===== src/rtl/seq_detect_param.sv =====
// Serial pattern detector with a runtime-loadable pattern of 1..PAT_W bits.
// Produces a registered one-cycle match pulse and a saturating match counter.
module seq_detect_param #(
    parameter int PAT_W = 8,
    parameter int LEN_W = 5,
    parameter int CNT_W = 8
) (
    input  logic             clk,
    input  logic             rst,
    input  logic             load,
    input  logic [PAT_W-1:0] pattern,
    input  logic [LEN_W-1:0] pat_len,
    input  logic             overlap,
    input  logic             en,
    input  logic             a,
    output logic             y,
    output logic [CNT_W-1:0] match_cnt,
    output logic             cnt_sat,
    output logic             cfg_err,
    output logic             armed
);

    localparam logic [LEN_W-1:0] PAT_W_L = LEN_W'(PAT_W);
    localparam logic [CNT_W-1:0] CNT_MAX = {CNT_W{1'b1}};

    typedef enum logic {IDLE, RUN} state_t;

    state_t           state;
    logic [PAT_W-1:0] pat_q;
    logic [LEN_W-1:0] len_q;
    logic             ovl_q;
    logic [PAT_W-1:0] hist;
    logic [LEN_W-1:0] fill;

    logic [PAT_W-1:0] cand;
    logic [PAT_W-1:0] mask;
    logic [LEN_W-1:0] fill_nxt;
    logic             len_ok;
    logic             hit;

    assign armed = (state == RUN);

    // Candidate window includes the bit being sampled now; only the low
    // len_q bits take part in the comparison.
    always_comb begin
        cand     = {hist[PAT_W-2:0], a};
        mask     = '0;
        for (int i = 0; i < PAT_W; i++) begin
            mask[i] = (LEN_W'(i) < len_q);
        end
        fill_nxt = (fill == PAT_W_L) ? fill : fill + LEN_W'(1);
        len_ok   = (pat_len != '0) && (pat_len <= PAT_W_L);
        hit      = (fill_nxt >= len_q) && (((cand ^ pat_q) & mask) == '0);
    end

    always_ff @(posedge clk or negedge rst) begin
        if (!rst) begin
            state     <= IDLE;
            pat_q     <= '0;
            len_q     <= '0;
            ovl_q     <= 1'b0;
            hist      <= '0;
            fill      <= '0;
            y         <= 1'b0;
            match_cnt <= '0;
            cnt_sat   <= 1'b0;
            cfg_err   <= 1'b0;
        end else if (load) begin
            hist      <= '0;
            fill      <= '0;
            y         <= 1'b0;
            match_cnt <= '0;
            cnt_sat   <= 1'b0;
            if (len_ok) begin
                pat_q   <= pattern;
                len_q   <= pat_len;
                ovl_q   <= overlap;
                cfg_err <= 1'b0;
                state   <= RUN;
            end else begin
                cfg_err <= 1'b1;
                state   <= IDLE;
            end
        end else begin
            case (state)
                IDLE: begin
                    y <= 1'b0;
                end
                RUN: begin
                    if (!en) begin
                        y <= 1'b0;
                    end else begin
                        hist <= cand;
                        if (hit) begin
                            y    <= 1'b1;
                            // Non-overlapping mode demands a full fresh pattern.
                            fill <= ovl_q ? fill_nxt : '0;
                            if (match_cnt != CNT_MAX) begin
                                match_cnt <= match_cnt + CNT_W'(1);
                                if (match_cnt == CNT_MAX - CNT_W'(1)) begin
                                    cnt_sat <= 1'b1;
                                end
                            end
                        end else begin
                            y    <= 1'b0;
                            fill <= fill_nxt;
                        end
                    end
                end
                default: begin
                    state <= IDLE;
                    y     <= 1'b0;
                end
            endcase
        end
    end

endmodule


===== config.mk =====
export PLATFORM = sky130hd
export DESIGN_NAME = seq_detect_param
export DESIGN_NICKNAME = d
export VERILOG_FILES = /design/src/rtl/seq_detect_param.sv
export SDC_FILE = /design/constraint.sdc
export NUM_CORES = 1
export LEC_CHECK = 0
export ABC_AREA = 1
export BUFFER_PORTS_ARGS = -buffer_cell sky130_fd_sc_hd__buf_2
export CORE_MARGIN = 2
export CORE_UTILIZATION = 51
export CTS_CLUSTER_SIZE = 12
export DETAILED_ROUTE_END_ITERATION = 12
export PLACE_DENSITY = 0.75
export RECOVER_POWER = 25
export SYNTH_ARGS = -nofsm -noshare
export SYNTH_HDL_FRONTEND = slang
export SYNTH_SLANG_ARGS = --single-unit
export TNS_END_PERCENT = 10

===== constraint.sdc =====
create_clock -name clk -period 2.1 [get_ports clk]
set_input_delay 0.105 -clock clk [delete_from_list [all_inputs] [get_ports clk]]
set_output_delay 0.105 -clock clk [all_outputs]
set_load 0.02 [all_outputs]

==> results of run 1 <==
registers in the layout, indices dropped and copies added (netlist names):
register	cells
hist	7
cfg_err	1
y	1
armed	1
fill	5
cnt_sat	1
pat_q	8
ovl_q	1
len_q	5
match_cnt	8
power breakdown:
| group | total, mW | internal [mW] | switching [mW] |
|---|---|---|---|
| logic | 0.326 | 0.120 | 0.206 |
| registers | 0.825 | 0.784 | 0.0408 |
| clock network | 0.635 | 0.353 | 0.282 |
worst paths after layout:
| check | end | startpoint | cells past startpoint |
|---|---|---|---|
| setup / recovery | fill[0] | fill[0] | 16 |
| hold / removal | cnt_sat | load | 2 |
| setup reg to reg | fill[0] | fill[0] | 16 |
| hold reg to reg | cfg_err | cfg_err | 2 |
| max in group asynchronous | pat_q[0] | rst | 2 |
| min in group asynchronous | match_cnt[4] | rst | 2 |
cell usage in the layout, fill, tap and decap left out, types with 3 or more instances in the layout:
cell type and instances:
ha_1 5, nand3_1 17, nor2_2 4, nand2_2 6, inv_1 37, o22ai_1 7, nand3_4 3, nor2_1 25
inv_2 4, clkbuf_1 12, a21oi_1 10, nand2_1 58, xor2_1 12, ha_4 3, mux2_2 4, dfrtp_1 38
o21ai_1 3, nand4_1 9, buf_2 17, buf_4 8, clkbuf_8 5
through the flow:
stage | setup slack (ns) | utilization [%] | hold slack (ns) | area, sq um | TNS, ns
finish | -0.193 | 65.7 | 0.0245 | 2630 | -2.14
global route | -0.366 | 65.7 | 0.0260 | 2630 | -4.71
CTS | -0.200 | 63.8 | 0.0315 | 2550 | -2.63
detailed placement | -0.238 | 60.0 | 0.258 | 2400 | -3.17
global placement | -0.129 | 60.0 | 0.250 | 2400 | -1.60
floorplan | -0.0204 | - | -0.191 | 2150 | -0.0486
final cells by class:
type	count	share of cell area (%)
clock inverters	3	1.72
repair buffers	40	8.24
multi-input cells	181	42.8
clock buffers	5	2.62
well taps	50	2.38
inverters	42	6.00
flip-flops and latches	38	36.2
layer usage:
layer | up-vias | track usage [%]
met5 | - | 0
li1 | 927 | -
met4 | 0 | 8.09
met2 | 41 | 36.1
met1 | 898 | 27.2
met3 | 5 | 5.36
cells by family (layout without fill, tap and decap cells):
kind of cell	count (synthesis)	in the layout	share of synthesized area [%]
and+or+nand+nor	128	128	27.3
buffers and inverters	46	90	8.26
DFF	38	38	44.5
AOI/OAI and AO/OA	27	27	7.21
xor gates and xnor gates	13	13	5.33
adders and majority gates	9	9	5.28
muxes	4	4	2.11
critical path: cells and delay by family (launching register included):
family                   cells  cell delay [ns]
AND/OR/NAND/NOR              9             0.87
adder cells (fa/ha/maj)      2             0.48
flip-flops                   1             0.41
XOR/XNOR                     1             0.18
AO/OA/AOI/OAI                2             0.13
buffers and inverters        2             0.10
what timing repair did:
action                                  in CTS  in global routing
hold buffers                                 1                  0
buffers inserted                             0                  1
gates resized for setup                      5                 20
pin swaps                                    6                  8
endpoints found under the setup margin      15                 15
endpoints found under the hold margin       38                  0
==> results.py, run 1 <==
metrics = {
    "outcome": {
        "status": "complete, but fails checks",
        "violations": "negative setup slack",
    },
    "worst_setup_path": {
        "max_stage_delay_ns": 0.41,
        "cp-end-kind": "flip-flop",
        "cp_max_fo": 8,
        "worst_ep_required_time_ns": 2.28,
        "crit_path_top_delay_cell": "dfrtp_1",
        "r2r_slack_ns": -0.19,
        "startpoint_type": "flip-flop",
        "crit_chain": "ha_2 > nand2_2 > inv_2 > nand2_2 > xor2_2 > inv_2 > ha_4 > nand2_4 > nor2_2 > o21ai_2 > nand3b_1 > nand3_4 > nor2_8 > nand2_4 > nand2_2 > o21ai_1",
        "arrival_ns": 2.47,
        "crit_top_cell": "nand2_2",
        "crit_type": "reg2reg",
    },
    "clock_tree": {
        "clockRootBuffer": "clkbuf_8",
        "cts_sinks": 38,
        "cts_tree": "done",
        "clock_path_buffers": 2,
        "cts_buffers": 5,
        "htree_levels": 2,
        "clk_latency_ns": 0.30,
        "path_clk_slew_ns": 0.08,
    },
    "synth": {
        "yosysWarnings": 0,
        "synth.avg_cell_area_sq_um": 8.05,
        "ys_seq_area_share_pct": 44.5,
        "yosysMostFrequentCell": "nand2_1",
        "ys_ff_latch": 38,
        "async_flop_share_pct": 100,
        "synth-main-ff-cell": "dfrtp_1",
        "netlist_top_cells_count": "nand2_1 (64), inv_1 (40), dfrtp_1 (38), nor2_1 (27), nand3_1 (19)",
        "synth_cell_types": 27,
        "synthCells": 265,
        "yosysTopAreaCellShare_pct": 44.5,
        "synth_edf_count": 0,
        "syn_nets": 293,
        "netlist_area_sq_um": 2130,
        "yosysTopAreaCell": "dfrtp_1",
        "synthTopCellsByArea": "dfrtp_1 (45%), nand2_1 (11%), inv_1 (7.0%), xor2_1 (5.3%), ha_1 (5.3%)",
    },
    "sta": {
        "period_share_pct": 109,
        "maxSlewViolCount": 0,
        "final_hold_viol_count": 0,
        "setup_viol": 15,
        "slew_headroom_pct": 17.6,
        "worstMarginPinSlew_ns": 1.23,
        "clock.fmax_mhz": 436,
        "fin_skew_ns": 0.00918,
        "post-route-min-period_ns": 2.29,
        "finalWorstSetupSlack_ns": -0.193,
        "rsz0062_at_grt": "yes",
    },
    "detailed_routing": {
        "routedWlPerCell_microns": 13.0,
        "drt_iter0_drc": 169,
        "met2_length_microns": 2390,
        "top_layer": "met4",
        "wl_met3_microns": 186,
        "vias_per_cell": 5.21,
        "drc": 0,
        "met1_length_microns": 2040,
        "vias": 1871,
        "drt-total-wl_microns": 4650,
        "ant_nets": 0,
        "firstDrtPassIters": 4,
    },
    "global_route": {
        "antenna_found_initial": 0,
        "grt_pass1_wl_microns": 7490,
        "grt_pass1_vias": 1719,
        "grt-ovfl-total": 0,
        "grt_use_total_pct": 21.6,
        "grt_max_degree": 39,
    },
    "min_path": {
        "min_path_type": "in2reg",
    },
    "cells_and_area": {
        "syn_to_final_growth_pct": 23.0,
        "n_antenna_cell": 0,
        "ff_latch_area_sq_um": 951,
        "fill_cells": 335,
        "layout.cells.non_filler": 359,
        "drive_above_1_share_pct": 22.3,
        "fin_nets": 336,
        "multi_input_area_sq_um": 1120,
    },
    "floorplan": {
        "die_x_microns": 68.7,
        "die-area_sq_um": 4720,
        "start_util_pct": 53.4,
        "boundaryPins": 31,
        "core_sq_um": 4000,
        "die_h_microns": 68.7,
        "num_rows": 23,
    },
    "pwr": {
        "ir_drop_uv": 480,
        "power.density_nw_per_um2": 680,
        "power_mw": 1.79,
        "p_leak_nw": 1.36,
    },
    "job": {
        "cap_violations": 0,
    },
    "placed_design": {
        "dp_hpwl_microns": 3290,
        "place.gp.congestion": 0.866,
        "portBuffers": 30,
        "place_inst": 349,
    },
}
Power figures use the tool's default switching activity.
==> inputs of run 2 (changes only) <==
Settings changed: CORE_UTILIZATION 51 to 53, CTS_BUF_LIST set to sky130_fd_sc_hd__clkbuf_2, PLACE_DENSITY 0.75 to 0.78.
==> run 2 against run 1 <==
Effect of this change:
- the flow still finishes with violations (negative setup slack)
- critical endpoint unchanged
- sequential cell count did not move
- non-clock buffer count rose by 18
- setup slack improved by 0.0092 ns
- largest power group unchanged
- critical path type unchanged
- via count rose by 1.6%
- fmax rose by 0.40%
- sequential share of layout area fell by 1.7 points
- sequential power barely moved
- count of clock-buffer cells in the layout rose by 1
==> results.py, run 2 (synthesis results as in run 1) <==
metrics = {
    "worst_setup_path": {
        "worst_ep_required_time_ns": 2.38,
        "cp-end-kind": "flip-flop",
        "startpoint_type": "flip-flop",
        "r2r_start": "fill[0]",
        "crit_type": "reg2reg",
        "cp_max_fo": 8,
        "arrival_ns": 2.56,
        "crit_path_start": "fill[0]",
    },
    "cells_and_area": {
        "drive_above_1_share_pct": 25.4,
        "design_area_sq_um": 2750,
        "n_antenna_cell": 0,
        "multi_input_area_sq_um": 1110,
        "ff_latch_area_sq_um": 951,
        "fill_cells": 293,
        "fin_nets": 354,
        "mostFrequentLayoutCells": "nand2_1 (59), inv_1 (38), dfrtp_1 (38)",
        "reg_top3": "match_cnt: 8 flops, pat_q: 8 flops, hist: 7 flops",
        "syn_to_final_growth_pct": 29.0,
        "layout.cells.non_filler": 377,
        "post-route-util_pct": 69.8,
        "layout_commonest_cell": "nand2_1",
    },
    "min_path": {
        "min_path_type": "in2reg",
        "holdCritStartpoint": "en",
    },
    "pwr": {
        "switching_share_pct": 30.7,
        "internal_power_mw": 1.13,
        "p_comb_share_pct": 21.3,
        "p_leak_nw": 1.48,
        "power_mw": 1.63,
        "netSwitchingPower_mw": 0.499,
        "power.density_nw_per_um2": 592,
        "ir_drop_uv": 369,
        "clockPowerShare_pct": 28.0,
        "seqPwrFrac_pct": 50.7,
    },
    "floorplan": {
        "boundaryPins": 31,
        "die-area_sq_um": 4550,
        "die_h_microns": 67.5,
        "die_x_microns": 67.5,
        "core_sq_um": 3940,
        "num_rows": 23,
        "start_util_pct": 54.1,
    },
    "clock_tree": {
        "cts_tree": "done",
        "clock_path_buffers": 2,
        "path_clk_slew_ns": 0.21,
        "cts_buffers": 5,
        "htree_levels": 2,
        "cts_sinks": 38,
        "clk_latency_ns": 0.39,
        "clockRootBuffer": "clkbuf_2",
    },
    "sta": {
        "finalWorstSetupSlack_ns": -0.183,
        "rsz0062_at_grt": "yes",
        "fin_skew_ns": 0.0229,
        "period_share_pct": 109,
        "worstMarginPinSlew_ns": 0.936,
        "final_hold_viol_count": 0,
        "hold_ws_ns": 0.154,
        "post-route-min-period_ns": 2.28,
        "setup_viol": 15,
        "slew_headroom_pct": 37.6,
        "clock.fmax_mhz": 438,
        "maxSlewViolCount": 0,
        "setup_tns_ns": -1.89,
    },
    "detailed_routing": {
        "routedWlPerCell_microns": 12.9,
        "ant_nets": 0,
        "vias": 1901,
        "drc": 0,
        "firstDrtPassIters": 4,
        "drt_iter0_drc": 123,
        "vias_per_cell": 5.04,
        "drt-total-wl_microns": 4870,
    },
    "global_route": {
        "grt_use_total_pct": 23.3,
        "grt-ovfl-total": 0,
        "antenna_found_initial": 0,
        "grt_max_degree": 39,
        "grt_pass1_wl_microns": 7830,
        "grt_pass1_vias": 1797,
    },
    "outcome": {
        "status": "complete, but fails checks",
        "violations": "negative setup slack",
    },
    "placed_design": {
        "portBuffers": 30,
        "placed_cell_area_sq_um": 2400,
        "place.gp.congestion": 0.821,
        "place_inst": 349,
        "dp_hpwl_microns": 3020,
        "post-place-ws_ns": -0.176,
    },
    "job": {
        "cap_violations": 0,
    },
}
-- run 2: path summary, 6_finish.rpt --
kind	end	slack, ns	cells past startpoint
worst min register to register	cfg_err	0.52	2
max in group asynchronous	pat_q[7]	1.16	2
worst max-delay path	fill[0]	-0.18	15
min in group asynchronous	cnt_sat	0.35	2
worst min-delay path	cnt_sat	0.15	5
worst max register to register	fill[0]	-0.18	15
-- run 2: cell type report --
| cell class | count | area share, % |
|---|---|---|
| multi-input cells | 181 | 40.5 |
| flip-flops and latches | 38 | 34.5 |
| repair buffers | 58 | 14.5 |
| inverters | 42 | 5.73 |
| well taps | 50 | 2.27 |
| clock inverters | 2 | 1.36 |
| clock buffers | 6 | 1.09 |
-- run 2: worst max-delay path, cell delays in order (launching register included) --
cell and delay [ns]:
dfrtp_1 0.44, ha_2 0.21, buf_4 0.13, nor2_2 0.07, nor2_1 0.07, nand2_2 0.08
inv_1 0.06, ha_4 0.26, nand2_1 0.05, a21oi_2 0.14, nand3b_1 0.13, nand3_2 0.13
nor2_8 0.20, nand2_4 0.09, nand2_1 0.06, o21ai_1 0.05
-- run 2: per-layer routing --
metal,up-vias,wire (microns),track usage [%]
met3,11,194,5.17
met5,-,0,0
met1,877,1960,28.3
met2,50,2620,40.2
li1,963,-,-
met4,0,100,8.93
-- run 2: power by group through the flow --
stage               registers [mW]  clock network (mW)  logic (mW)
finish                       0.826               0.456       0.346
global route                 0.836               0.494       0.397
CTS                          0.825               0.464       0.322
detailed placement           0.839                   0       0.293
global placement             0.837                   0       0.286
floorplan                    0.833                   0       0.204
-- run 2: repair_timing --
| item | in CTS | in global routing |
|---|---|---|
| buffers inserted | 1 | 3 |
| resized for setup | 4 | 17 |
| pin swaps | 5 | 10 |
| setup endpoints to repair | 15 | 15 |
| hold buffers | 16 | 0 |
| endpoints found under the hold margin | 54 | 0 |
==> inputs of run 3 (changes only) <==
Settings changed: ABC_AREA 1 to not set.
==> run 3 against run 2 <==
Effect of this change:
- the flow still finishes with violations (negative setup slack)
- hold slack worse by 0.15 ns
- synthesized cell count down 24%
- clock skew up 0.0059 ns
- sequential share of layout area down 0.60 points
- register-to-register slack lost 0.29 ns
- critical endpoint is now match_cnt[7]
- largest power group unchanged
==> results.py, run 3 <==
metrics = {
    "detailed_routing": {
        "vias": 1887,
        "ant_nets": 0,
        "drt_iter0_drc": 211,
        "drc": 0,
        "drt-total-wl_microns": 5420,
        "vias_per_cell": 5.79,
        "firstDrtPassIters": 4,
        "routedWlPerCell_microns": 16.6,
    },
    "synth": {
        "yosysTopAreaCell": "dfrtp_1",
        "synth-main-ff-cell": "dfrtp_1",
        "yosysMostFrequentCell": "dfrtp_1",
        "syn_nets": 230,
        "netlist_area_sq_um": 2010,
        "ys_ff_latch": 38,
        "ys_seq_area_share_pct": 47.2,
        "synth_edf_count": 0,
        "yosysWarnings": 0,
        "netlist_top_cells_count": "dfrtp_1 (38), nand2_1 (27), a21oi_1 (19), nand3_1 (16), mux2_2 (10)",
        "yosysTopAreaCellShare_pct": 47.2,
        "synthCells": 202,
        "synthTopCellsByArea": "dfrtp_1 (47%), ha_1 (5.6%), mux2_2 (5.6%), nand2_1 (5.0%), a21oi_1 (4.7%)",
        "synth_cell_types": 38,
        "async_flop_share_pct": 100,
        "synth.avg_cell_area_sq_um": 9.97,
    },
    "outcome": {
        "violations": "negative setup slack",
        "status": "complete, but fails checks",
    },
    "sta": {
        "setup_viol": 15,
        "finalWorstSetupSlack_ns": -0.470,
        "period_share_pct": 122,
        "rsz0062_at_grt": "yes",
        "slew_headroom_pct": 37.3,
        "clock.fmax_mhz": 389,
        "maxSlewViolCount": 0,
        "post-route-min-period_ns": 2.57,
        "worstMarginPinSlew_ns": 0.941,
        "fin_skew_ns": 0.0287,
        "final_hold_viol_count": 0,
        "hold_ws_ns": 0.00862,
    },
    "placed_design": {
        "place.gp.congestion": 0.819,
        "place_inst": 296,
        "dp_hpwl_microns": 3300,
        "post-place-ws_ns": -0.517,
        "portBuffers": 30,
        "placed_cell_area_sq_um": 2400,
    },
    "clock_tree": {
        "clockRootBuffer": "clkbuf_2",
        "path_clk_slew_ns": 0.23,
        "clock_path_buffers": 2,
        "cts_tree": "done",
        "htree_levels": 2,
        "cts_buffers": 5,
        "cts_sinks": 38,
        "clk_latency_ns": 0.45,
    },
    "global_route": {
        "grt_pass1_wl_microns": 8490,
        "grt_max_degree": 39,
        "grt_pass1_vias": 1824,
        "grt-ovfl-total": 0,
        "grt_use_total_pct": 26.5,
        "antenna_found_initial": 0,
    },
    "cells_and_area": {
        "syn_to_final_growth_pct": 39.2,
        "layout_commonest_cell": "dfrtp_1",
        "design_area_sq_um": 2800,
        "mostFrequentLayoutCells": "dfrtp_1 (38), buf_2 (29), buf_4 (28)",
        "drive_above_1_share_pct": 36.7,
        "fin_nets": 305,
        "layout.cells.non_filler": 326,
        "reg_top3": "match_cnt: 8 flops, pat_q: 8 flops, hist: 7 flops",
        "n_antenna_cell": 0,
    },
    "floorplan": {
        "die-area_sq_um": 4310,
        "core_sq_um": 3660,
        "start_util_pct": 55.0,
        "boundaryPins": 31,
        "die_h_microns": 65.6,
        "die_x_microns": 65.6,
        "num_rows": 22,
    },
    "min_path": {
        "min_path_type": "in2reg",
    },
    "worst_setup_path": {
        "arrival_ns": 2.92,
        "worst_ep_required_time_ns": 2.45,
        "startpoint_type": "flip-flop",
        "crit_chain": "buf_4 > ha_1 > xnor2_1 > nor2_2 > ha_4 > a21o_1 > a31oi_1 > o21ai_2 > nand4b_4 > buf_6 > o41ai_2",
        "cp_max_fo": 8,
        "crit_path_top_delay_cell": "dfrtp_1",
        "max_stage_delay_ns": 0.43,
        "crit_type": "reg2reg",
        "cp-end-kind": "flip-flop",
    },
    "pwr": {
        "power.density_nw_per_um2": 669,
        "p_leak_nw": 1.27,
        "seqPwrFrac_pct": 45.2,
        "p_comb_share_pct": 23.5,
        "clockPowerShare_pct": 31.4,
        "switching_share_pct": 28.6,
        "ir_drop_uv": 509,
        "netSwitchingPower_mw": 0.537,
        "internal_power_mw": 1.34,
    },
    "job": {
        "cap_violations": 0,
    },
}
[run 3: changes by cell type in the layout (fill, tap and decap cells not counted), moves of 6 or more]
| cell | delta |
|---|---|
| o22ai_1 | -7 |
| nor2_1 | -18 |
| xor2_1 | -8 |
| a21oi_1 | +7 |
| nand2_1 | -32 |
| buf_4 | +16 |
| inv_1 | -32 |
| nand4_1 | -9 |
| xnor2_1 | +9 |
| mux2_2 | +6 |
[run 3: cell families (layout without fill, tap and decap cells)]
kind of cell / Yosys count / in the layout / share of synthesized area [%]
and+or+nand+nor: 73 / 73 / 19.1
adders and majority gates: 9 / 9 / 5.59
xor gates and xnor gates: 13 / 13 / 5.66
DFF: 38 / 38 / 47.2
muxes: 11 / 11 / 6.15
AOI/OAI and AO/OA: 43 / 43 / 13.1
buffers and inverters: 15 / 91 / 3.17
[run 3: power groups by stage]
stage | registers [mW] | clock network (mW) | logic (mW)
floorplan | 0.853 | 0 | 0.217
global placement | 0.854 | 0 | 0.365
detailed placement | 0.856 | 0 | 0.380
CTS | 0.842 | 0.575 | 0.417
global route | 0.854 | 0.623 | 0.479
finish | 0.846 | 0.587 | 0.439
[run 3: per-stage QoR]
stage	util (%)	total power, mW	TNS (ns)
floorplan	-	1.07	-2.76
global placement	65.5	1.22	-3.33
detailed placement	65.5	1.24	-4.61
global route	76.5	1.96	-7.69
CTS	74.5	1.83	-5.42
finish	76.5	1.87	-5.31
[run 3: cell type report]
| class | count | area, sq um |
|---|---|---|
| Multi-Input combinational cell | 149 | 1140 |
| Clock inverter | 3 | 63.8 |
| Sequential cell | 38 | 951 |
| Clock buffer | 5 | 25.0 |
| Fill cell | 226 | 860 |
| Tap cell | 48 | 60.1 |
| Inverter | 8 | 30.0 |
| Timing Repair Buffer | 75 | 533 |
[run 3: worst max-delay path, delay by kind of cell, from the launching register on]
kind            cells  cell delay (ns)
fa+ha+maj           2             0.50
xor+xnor            1             0.21
compound gates      4             0.76
simple gates        2             0.28
buf+inv             2             0.31
flops               1             0.43
[run 3: worst paths after layout]
| kind | cells past startpoint | slack (ns) | from | end |
|---|---|---|---|---|
| max in group asynchronous | 2 | 1.21 | rst | pat_q[5] |
| min in group asynchronous | 2 | 0.29 | rst | match_cnt[7] |
| max reg2reg | 11 | -0.47 | fill[0] | match_cnt[7] |
| max | 11 | -0.47 | fill[0] | match_cnt[7] |
| min | 3 | 0.009 | load | cnt_sat |
| min reg2reg | 2 | 0.53 | cfg_err | cfg_err |
[run 3: metal layers]
metal	routed length (microns)	track usage, %	vias to the layer above
li1	-	-	868
met1	2120	35.9	919
met2	2770	42.2	85
met3	381	6.85	15
met4	144	7.29	0
met5	0	0	-
[run 3: repair_timing]
item	CTS	global route
setup endpoints to repair	15	15
pin swaps	18	7
resized for setup	12	10
hold buffers	15	0
buffers inserted	5	2
endpoints found under the hold margin	52	0
